[src/rtl/memory_access_pkg.sv]
// Shared definitions for the M-stage memory access unit.
// Covers state encoding, funct3 access codes and the lane/alignment helpers.
package memory_access_pkg;

   localparam int SIZE_W = 2;

   localparam logic [1:0] ST_IDLE = 2'd0;
   localparam logic [1:0] ST_REQ  = 2'd1;
   localparam logic [1:0] ST_WAIT = 2'd2;
   localparam logic [1:0] ST_DONE = 2'd3;

   localparam logic [2:0] F3_B  = 3'd0;
   localparam logic [2:0] F3_H  = 3'd1;
   localparam logic [2:0] F3_W  = 3'd2;
   localparam logic [2:0] F3_D  = 3'd3;
   localparam logic [2:0] F3_BU = 3'd4;
   localparam logic [2:0] F3_HU = 3'd5;
   localparam logic [2:0] F3_WU = 3'd6;

   // Access size as log2 of the byte count.
   localparam logic [SIZE_W-1:0] SZ_B = 2'd0;
   localparam logic [SIZE_W-1:0] SZ_H = 2'd1;
   localparam logic [SIZE_W-1:0] SZ_W = 2'd2;
   localparam logic [SIZE_W-1:0] SZ_D = 2'd3;

   function automatic logic [SIZE_W-1:0] f3_size(input logic [2:0] f3);
      case (f3)
         F3_B, F3_BU: return SZ_B;
         F3_H, F3_HU: return SZ_H;
         F3_W, F3_WU: return SZ_W;
         default:     return SZ_D;
      endcase
   endfunction

   function automatic logic is_misaligned(input logic [2:0] off, input logic [SIZE_W-1:0] sz);
      case (sz)
         SZ_B:    return 1'b0;
         SZ_H:    return off[0];
         SZ_W:    return |off[1:0];
         default: return |off;
      endcase
   endfunction

   function automatic logic [7:0] byte_strobe(input logic [2:0] off, input logic [SIZE_W-1:0] sz);
      case (sz)
         SZ_B:    return 8'h01 << off;
         SZ_H:    return 8'h03 << off;
         SZ_W:    return 8'h0F << off;
         default: return 8'hFF;
      endcase
   endfunction

endpackage

[src/rtl/memory_access_load_extract.sv]
// Picks the addressed bytes out of a returned doubleword and sign/zero-extends them.
module load_extract
   import memory_access_pkg::*;
#(
   parameter int XLEN = 64
) (
   input  logic [XLEN-1:0] rdata_i,
   input  logic [2:0]      off_i,
   input  logic [2:0]      funct3_i,
   output logic [XLEN-1:0] result_o
);

   logic [XLEN-1:0] shifted;

   always_comb begin
      shifted = rdata_i >> {off_i, 3'b000};
      case (funct3_i)
         F3_B:    result_o = {{(XLEN-8){shifted[7]}},   shifted[7:0]};
         F3_H:    result_o = {{(XLEN-16){shifted[15]}}, shifted[15:0]};
         F3_W:    result_o = {{(XLEN-32){shifted[31]}}, shifted[31:0]};
         F3_BU:   result_o = {{(XLEN-8){1'b0}},         shifted[7:0]};
         F3_HU:   result_o = {{(XLEN-16){1'b0}},        shifted[15:0]};
         F3_WU:   result_o = {{(XLEN-32){1'b0}},        shifted[31:0]};
         default: result_o = shifted;
      endcase
   end

endmodule

[src/rtl/memory_access.sv]
// M-stage memory access unit: issues one dcache request per load/store and stalls
// the pipeline until the response has been captured.
module memory_access
   import memory_access_pkg::*;
#(
   parameter int XLEN = 64
) (
   input  logic            clk,
   input  logic            rst,
   input  logic            regM_i_mem_ren,
   input  logic            regM_i_mem_wen,
   input  logic [2:0]      regM_i_funct3,
   input  logic [XLEN-1:0] regM_i_alu_result,
   input  logic [XLEN-1:0] regM_i_store_data,
   output logic            mem_o_req_valid,
   input  logic            mem_i_req_ready,
   output logic [XLEN-1:0] mem_o_addr,
   output logic            mem_o_wen,
   output logic [XLEN-1:0] mem_o_wdata,
   output logic [7:0]      mem_o_wstrb,
   input  logic            mem_i_resp_valid,
   input  logic [XLEN-1:0] mem_i_resp_rdata,
   output logic [XLEN-1:0] memory_o_memdata,
   output logic            memory_o_stall_req,
   output logic            memory_o_misalign,
   output logic [1:0]      dbg_state_o
);

   logic [1:0]        state_q, state_d;
   logic [XLEN-1:0]   addr_q, addr_d;
   logic              wen_q, wen_d;
   logic [XLEN-1:0]   wdata_q, wdata_d;
   logic [7:0]        wstrb_q, wstrb_d;
   logic              ren_q, ren_d;
   logic [2:0]        funct3_q, funct3_d;
   logic [2:0]        off_q, off_d;
   logic [XLEN-1:0]   result_q, result_d;

   logic              access;
   logic              misaligned;
   logic              start;
   logic [2:0]        off_in;
   logic [SIZE_W-1:0] size_in;
   logic [XLEN-1:0]   addr_in;
   logic [XLEN-1:0]   wdata_in;
   logic [7:0]        wstrb_in;
   logic [XLEN-1:0]   load_val;

   assign off_in     = regM_i_alu_result[2:0];
   assign size_in    = f3_size(regM_i_funct3);
   assign access     = regM_i_mem_ren | regM_i_mem_wen;
   assign misaligned = is_misaligned(off_in, size_in);
   assign start      = !rst && (state_q == ST_IDLE) && access && !misaligned;

   assign addr_in  = {regM_i_alu_result[XLEN-1:3], 3'b000};
   assign wdata_in = regM_i_mem_wen ? (regM_i_store_data << {off_in, 3'b000}) : '0;
   assign wstrb_in = regM_i_mem_wen ? byte_strobe(off_in, size_in) : 8'h00;

   load_extract #(.XLEN(XLEN)) u_load_extract (
      .rdata_i  (mem_i_resp_rdata),
      .off_i    (off_q),
      .funct3_i (funct3_q),
      .result_o (load_val)
   );

   always_comb begin
      state_d  = state_q;
      addr_d   = addr_q;
      wen_d    = wen_q;
      wdata_d  = wdata_q;
      wstrb_d  = wstrb_q;
      ren_d    = ren_q;
      funct3_d = funct3_q;
      off_d    = off_q;
      result_d = result_q;
      case (state_q)
         ST_IDLE: begin
            if (start) begin
               addr_d   = addr_in;
               wen_d    = regM_i_mem_wen;
               wdata_d  = wdata_in;
               wstrb_d  = wstrb_in;
               ren_d    = regM_i_mem_ren;
               funct3_d = regM_i_funct3;
               off_d    = off_in;
               state_d  = mem_i_req_ready ? ST_WAIT : ST_REQ;
            end
         end
         ST_REQ: begin
            if (mem_i_req_ready) state_d = ST_WAIT;
         end
         ST_WAIT: begin
            if (mem_i_resp_valid) begin
               result_d = ren_q ? load_val : '0;
               state_d  = ST_DONE;
            end
         end
         ST_DONE: state_d = ST_IDLE;
         default: state_d = ST_IDLE;
      endcase
   end

   always_ff @(posedge clk) begin
      if (rst) begin
         state_q  <= ST_IDLE;
         addr_q   <= '0;
         wen_q    <= 1'b0;
         wdata_q  <= '0;
         wstrb_q  <= 8'h00;
         ren_q    <= 1'b0;
         funct3_q <= 3'd0;
         off_q    <= 3'd0;
         result_q <= '0;
      end else begin
         state_q  <= state_d;
         addr_q   <= addr_d;
         wen_q    <= wen_d;
         wdata_q  <= wdata_d;
         wstrb_q  <= wstrb_d;
         ren_q    <= ren_d;
         funct3_q <= funct3_d;
         off_q    <= off_d;
         result_q <= result_d;
      end
   end

   // Request handshake: a request transfers on a rising edge where valid and ready are both
   // high; once valid rises it stays high with stable fields until that edge.
   assign mem_o_req_valid    = start | (state_q == ST_REQ);
   assign mem_o_addr         = start ? addr_in        : addr_q;
   assign mem_o_wen          = start ? regM_i_mem_wen : wen_q;
   assign mem_o_wdata        = start ? wdata_in       : wdata_q;
   assign mem_o_wstrb        = start ? wstrb_in       : wstrb_q;
   assign memory_o_stall_req = start | (state_q == ST_REQ) | (state_q == ST_WAIT);
   assign memory_o_misalign  = !rst && (state_q == ST_IDLE) && access && misaligned;
   assign memory_o_memdata   = (state_q == ST_DONE) ? result_q : '0;
   assign dbg_state_o        = state_q;

endmodule

[config.mk]
export PLATFORM = sky130hd
export DESIGN_NAME = memory_access
export DESIGN_NICKNAME = d
export VERILOG_FILES = /design/src/rtl/memory_access_pkg.sv /design/src/rtl/memory_access_load_extract.sv /design/src/rtl/memory_access.sv
export SDC_FILE = /design/constraint.sdc
export NUM_CORES = 1
export LEC_CHECK = 0
export CORE_ASPECT_RATIO = 1.2
export CORE_MARGIN = 2
export CORE_UTILIZATION = 35
export CTS_BUF_LIST = sky130_fd_sc_hd__clkbuf_8 sky130_fd_sc_hd__clkbuf_16
export CTS_CLUSTER_DIAMETER = 150
export DETAILED_ROUTE_END_ITERATION = 8
export GPL_ROUTABILITY_DRIVEN = 0
export PLACE_DENSITY = 0.74
export SLEW_MARGIN = 30
export SYNTH_ARGS = -nofsm -noshare
export SYNTH_HDL_FRONTEND = slang
export SYNTH_SLANG_ARGS = --single-unit
[constraint.sdc]
create_clock -name clk -period 4.2 [get_ports clk]
set_clock_uncertainty 0.05 [all_clocks]
set_input_delay 0.63 -clock clk [delete_from_list [all_inputs] [get_ports clk]]
set_output_delay 0.63 -clock clk [all_outputs]
set_load 0.02 [all_outputs]
After elaboration in Yosys (flattened, before gate mapping)
Index checks and enable logic that the tools add are counted.

cells by class
  eq/ne operators = 18
  shifts and indexed selects = 5
  mux-type cells = 17
  bitwise gates (word level) = 3
  reductions and logical operators = 18

operators by type and width
  cell                                                               count
  64-bit case mux with 6 select lines                                1
  64-bit 2-to-1 mux                                                  5
  64-bit by 6-bit << shifter with 64-bit output                      1
  64-bit by 6-bit right shift with 64-bit output                     1
  8-bit case mux with 3 select lines                                 1
  3-bit == test, second input constant                               6
  8-bit 2-to-1 mux                                                   2
  2-bit 2-to-1 mux                                                   4
  2-bit case mux with 4 select lines                                 1
  2-bit OR reduction                                                 4
  1-bit by 3-bit << shifter with 8-bit output, first input constant  1
  2-bit by 3-bit << shifter with 8-bit output, first input constant  1
  4-bit by 3-bit << shifter with 8-bit output, first input constant  1
  2-bit == test, second input constant                               3
  3-bit by 1-bit == test with 1-bit output, second input constant    2
  3-bit by 2-bit == test with 1-bit output, second input constant    2
  3-bit zero test                                                    2
  2-bit != test, second input constant                               3
  2-bit case mux with 3 select lines                                 1
  2-bit by 1-bit == test with 1-bit output, second input constant    2
  1-bit logical AND                                                  4
  2-bit zero test                                                    2
  2-bit AND reduction                                                2
  1-bit OR                                                           3
  other kinds (5)                                                    6

word-level totals
  register bits after elaboration = 210
  output and inout port bits = 206
  logic and storage cells = 70

Logic depth before layout (Yosys ltp)
  word-level depth = 9
  depth in mapped cells = 9
  gate-level depth less buffers = 7

By module
From an unflattened synthesis, not the netlist that was laid out.

second synthesis, totals
  cells, all modules = 1457
  area total of the unflattened synthesis = 12771.0 sq um

by module, submodules not included
  module         instances  cells each  area an instance (sq um)
  memory_access  1          1164        10432.5
  load_extract   1          293         2338.5

Worst setup path after synthesis
Ideal clock, no wire load.

  kind = in2out
  start = input regM_i_funct3[0]
  end = output mem_o_wstrb[2]
  data arrival time = 2.480 ns
  required time = 3.520 ns
  slack = 1.040 ns
  cell stages on the path = 7
  buffers on the path = 2
  path through = ha_1 -> buf_2 -> o31ai_1 -> o21ai_2 -> or2_2 -> buf_2 -> o31ai_1

between the ends
  cells in the longest elaborated chain, start to end = 8

RTL lines
  what                                                              RTL line                                          RTL
  from (decl)                                                       memory_access.sv:12                               input logic [2:0] regM_i_funct3,
  3-bit by 2-bit == test with 1-bit output (tied with other cells)  memory_access_pkg.sv:27                           case (f3)
  2-bit OR reduction                                                memory_access_pkg.sv:27
  2-bit case mux with 3 select lines *                              memory_access_pkg.sv:27
  2-bit == test (tied with other cells)                             memory_access_pkg.sv:36, memory_access_pkg.sv:45
  1-bit case mux with 3 select lines                                memory_access_pkg.sv:36                           case (sz)
  1-bit zero test                                                   memory_access.sv:53                               assign start = !rst && (state_q == ST_IDLE) && access && !misaligned;
  1-bit logical AND                                                 memory_access.sv:53
  8-bit 2-to-1 mux *                                                n/a
  to (decl)                                                         memory_access.sv:20                               output logic [7:0] mem_o_wstrb,

Every way passes the cells marked *; elsewhere a longest branch is shown, timed or not.

Worst setup path in the final report
  start = input regM_i_funct3[0]
  end = output mem_o_wdata[37]

between the ends
  cells in the longest elaborated chain, start to end = 8

RTL lines
  what                                                              RTL line                 RTL
  3-bit by 2-bit == test with 1-bit output (tied with other cells)  memory_access_pkg.sv:27
  2-bit OR reduction                                                memory_access_pkg.sv:27
  2-bit case mux with 3 select lines *                              memory_access_pkg.sv:27
  2-bit == test (tied with other cells)                             memory_access_pkg.sv:36
  1-bit case mux with 3 select lines *                              memory_access_pkg.sv:36
  1-bit zero test *                                                 memory_access.sv:53
  1-bit logical AND *                                               memory_access.sv:53
  64-bit 2-to-1 mux *                                               n/a
  to (decl)                                                         memory_access.sv:19      output logic [XLEN-1:0] mem_o_wdata,

Marks and branches as above.

==> summary.md <==
| Metric | Value |
|---|---|
| Filler instances | `3146` |
| HPWL after DPL | `35500 um` |
| Clock slew seen by the registers of the worst setup and hold paths | `0.06 ns` |
| #FFs+latches synth | `210` |
| Syn avg cell area | `8.88 um2` |
| PortBufs | `406` |
| Final WL | `47200 um` |
| Slew Limit Fails | `0` |
| Commonest non-fill, non-tap cells in the layout | `355 x clkdlybuf4s50_1, 209 x dfxtp_1, 145 x and2_1` |
| First-pass DRT Iterations | `5` |
| Antenna diodes | `0` |
| CTS root buf | `clkbuf_16` |
| Syn-to-layout area delta | `46.0%` |
| WL per Instance | `21.5 um` |
| Status | `complete, no violations` |
| Clock Latency Late Sink | `0.53 ns` |
| Pin count of the biggest net entering global routing | `85` |
| Chip height | `207 um` |
| Leak | `0.00830 uW` |
| Clock share of power | `30.4%` |
| Synthesized cell area | `12000 um2` |
| Nature of the critical path startpoint | `input pin` |
| Final period util | `99.7%` |
| Crit path max fanout | `7` |
| PD cells | `378 nW/um2` |
| Min Hold Slack | `0.401 ns` |
| Global-route wire length before repair | `68600 um` |
| Flop pwr share | `33.1%` |
| Logic pwr share | `36.5%` |
| Post-synth EDFFs | `0` |
| Tot GR Track Use | `24.3%` |
| Worst Hold Class | `flip-flop to flip-flop` |
| Final core utilization | `51.6%` |
| Layout cells sized above 1 | `13.8%` |
| Most common cell after layout, fill and taps aside | `clkdlybuf4s50_1` |
| Worst IR Drop VDD | `0.336 mV` |
| Starting Density | `35.4%` |
| Nets | `1930` |
| Num ports | `407` |
| Core Box Area | `34000 um2` |
| FFs w/ async S/R, synth | `0%` |
| Total CTS buffers | `24` |
| CP Data Required Time | `3.52 ns` |
| Ys Warns | `0` |
| Slew margin rel. | `33.3%` |
| ANT nets after route | `0` |
| Crit end category | `output port` |
| Maximum clock insertion buffer count | `3` |
| Drt first-iter violations | `1028` |
| Final setup fails | `0` |
| Die W | `173 um` |
| Synth Net Count | `1564` |
| Num rows | `74` |
| GR Overflow Total | `0` |
| DR vias | `11898` |
| Cells after Synth | `1354` |
| Switching Fraction | `34.4%` |
| Slew at the pin with the worst max-slew slack | `1.00 ns` |
| TritonCTS clock tree | `done` |
| Max Clk Rate | `0.239 GHz` |
| Clock H-tree levels | `1` |
| Post-route DRC | `0` |
| Critical path type | `input pin to output port` |
| Vias in the first global route | `11843` |
| Arrival @ worst endpoint | `3.51 ns` |
| Switching pwr | `2280 uW` |
| Vias per cell | `5.42` |
| Max_cap viols | `0` |
| Distinct cells, synth | `55` |
| Seq/Total Area, Yosys | `35.0%` |
| Hold Vio Cnt, Final | `0` |
| CTS Sinks | `210` |
| Most used DFF post-synth | `dfxtp_1` |
| Int Power | `4350 uW` |
| Crit path time final | `4.19 ns` |
| Die ar. | `35800 um2` |
| Antenna violations before repair | `1` |
-- through the flow --
step | power [uW] | std cells | setup WS, ns | cell area [um2] | TNS [ns]
2_1_floorplan | 3610 | 1354 | 1.04 | 12000 | 0
3_3_place_gp | 4580 | 2147 | 0.0433 | 16600 | 0
3_5_place_dp | 4620 | 2148 | -0.0338 | 16600 | -0.0338
4_1_cts | 6660 | 2192 | 0.00160 | 17400 | 0
5_1_grt | 6900 | 2194 | -0.0779 | 17600 | -1.17
6_report | 6630 | 2194 | 0.0125 | 17600 | 0
-- power groups by stage --
stage | Sequential, uW | Clock, uW | Combinational (uW)
2_1_floorplan | 2210 | 0 | 1400
3_3_place_gp | 2230 | 0 | 2350
3_5_place_dp | 2240 | 0 | 2380
4_1_cts | 2190 | 2070 | 2400
5_1_grt | 2210 | 2140 | 2550
6_report | 2190 | 2020 | 2420
-- timing repair --
| item | CTS | global route |
|---|---|---|
| pin swaps | 0 | 1 |
| resized for setup | 2 | 49 |
| gates cloned | 0 | 1 |
| endpoints found under the setup margin | 2 | 119 |
| hold buffers | 0 | 0 |
| setup buffers | 0 | 1 |
-- cells by family (layout without fill, tap and decap cells) --
| logic type | Yosys count | after routing | synth area share [%] |
|---|---|---|---|
| simple gates | 430 | 430 | 17.7 |
| flops | 210 | 210 | 35.0 |
| buf+inv | 131 | 515 | 4.70 |
| mux | 237 | 237 | 22.2 |
| fa+ha+maj | 9 | 9 | 0.937 |
| compound gates | 337 | 337 | 19.5 |
-- sequential cells by signal (all words and copies together), names as in the netlist --
name and count:
wdata_q 64, addr_q 64, wen_q 1, result_q 64
off_q 3, ren_q 1, wstrb_q 8, dbg_state_o 2
funct3_q 3
-- path summary, 6_finish.rpt --
kind	from	end	slack, ns	depth (start not counted)
hold / removal	result_q[63]	result_q[63]	0.40	2
setup / recovery	regM_i_funct3[0]	mem_o_wdata[37]	0.01	10
hold reg to reg	result_q[63]	result_q[63]	0.40	2
setup reg to reg	off_q[1]	result_q[8]	1.62	6
-- cell type report --
cell class              count  area (um2)  area share, %
multi-input cells        1013        7280           41.5
well taps                 456         571           3.25
repair buffers            455        4680           26.7
clock inverters            17         108          0.613
clock buffers              27         642           3.66
inverters                  16        60.1          0.342
flip-flops and latches    210        4210           24.0
-- synth_stat cells (10+ instances only) --
cell	instances	area, um2
mux2i_1	111	1110
mux4_2	12	270
o32a_1	12	120
buf_2	46	230
dfxtp_1	210	4200
o31ai_1	10	75.1
a21o_1	61	458
mux2_2	114	1280
nand2_1	111	417
a22o_1	33	289
o2bb2ai_1	13	114
o211ai_1	17	128
o21ai_0	80	400
a22oi_1	21	158
clkbuf_1	57	214
and2_1	145	907
nor2_1	108	405
inv_1	13	48.8
nor3_1	12	60.1
nor2b_1	11	68.8
nand3_1	15	75.1
a21oi_1	49	245
-- critical path, cell delays in order --
cell	delay [ns]
clkdlybuf4s50_1	0.53
inv_1	0.08
ha_1	0.23
o31ai_2	0.34
o21ai_2	0.11
or3_1	0.39
buf_4	0.21
nor2_1	0.16
a21o_1	0.17
clkdlybuf4s50_1	0.65
-- per-layer routing --
layer | global-route usage, % | routed length [um]
met4 | 12.9 | 2650
met1 | 27.1 | 17500
met3 | 5.82 | 3960
met5 | 0 | 9
met2 | 43.3 | 23100
Power figures use the tool's default switching activity.
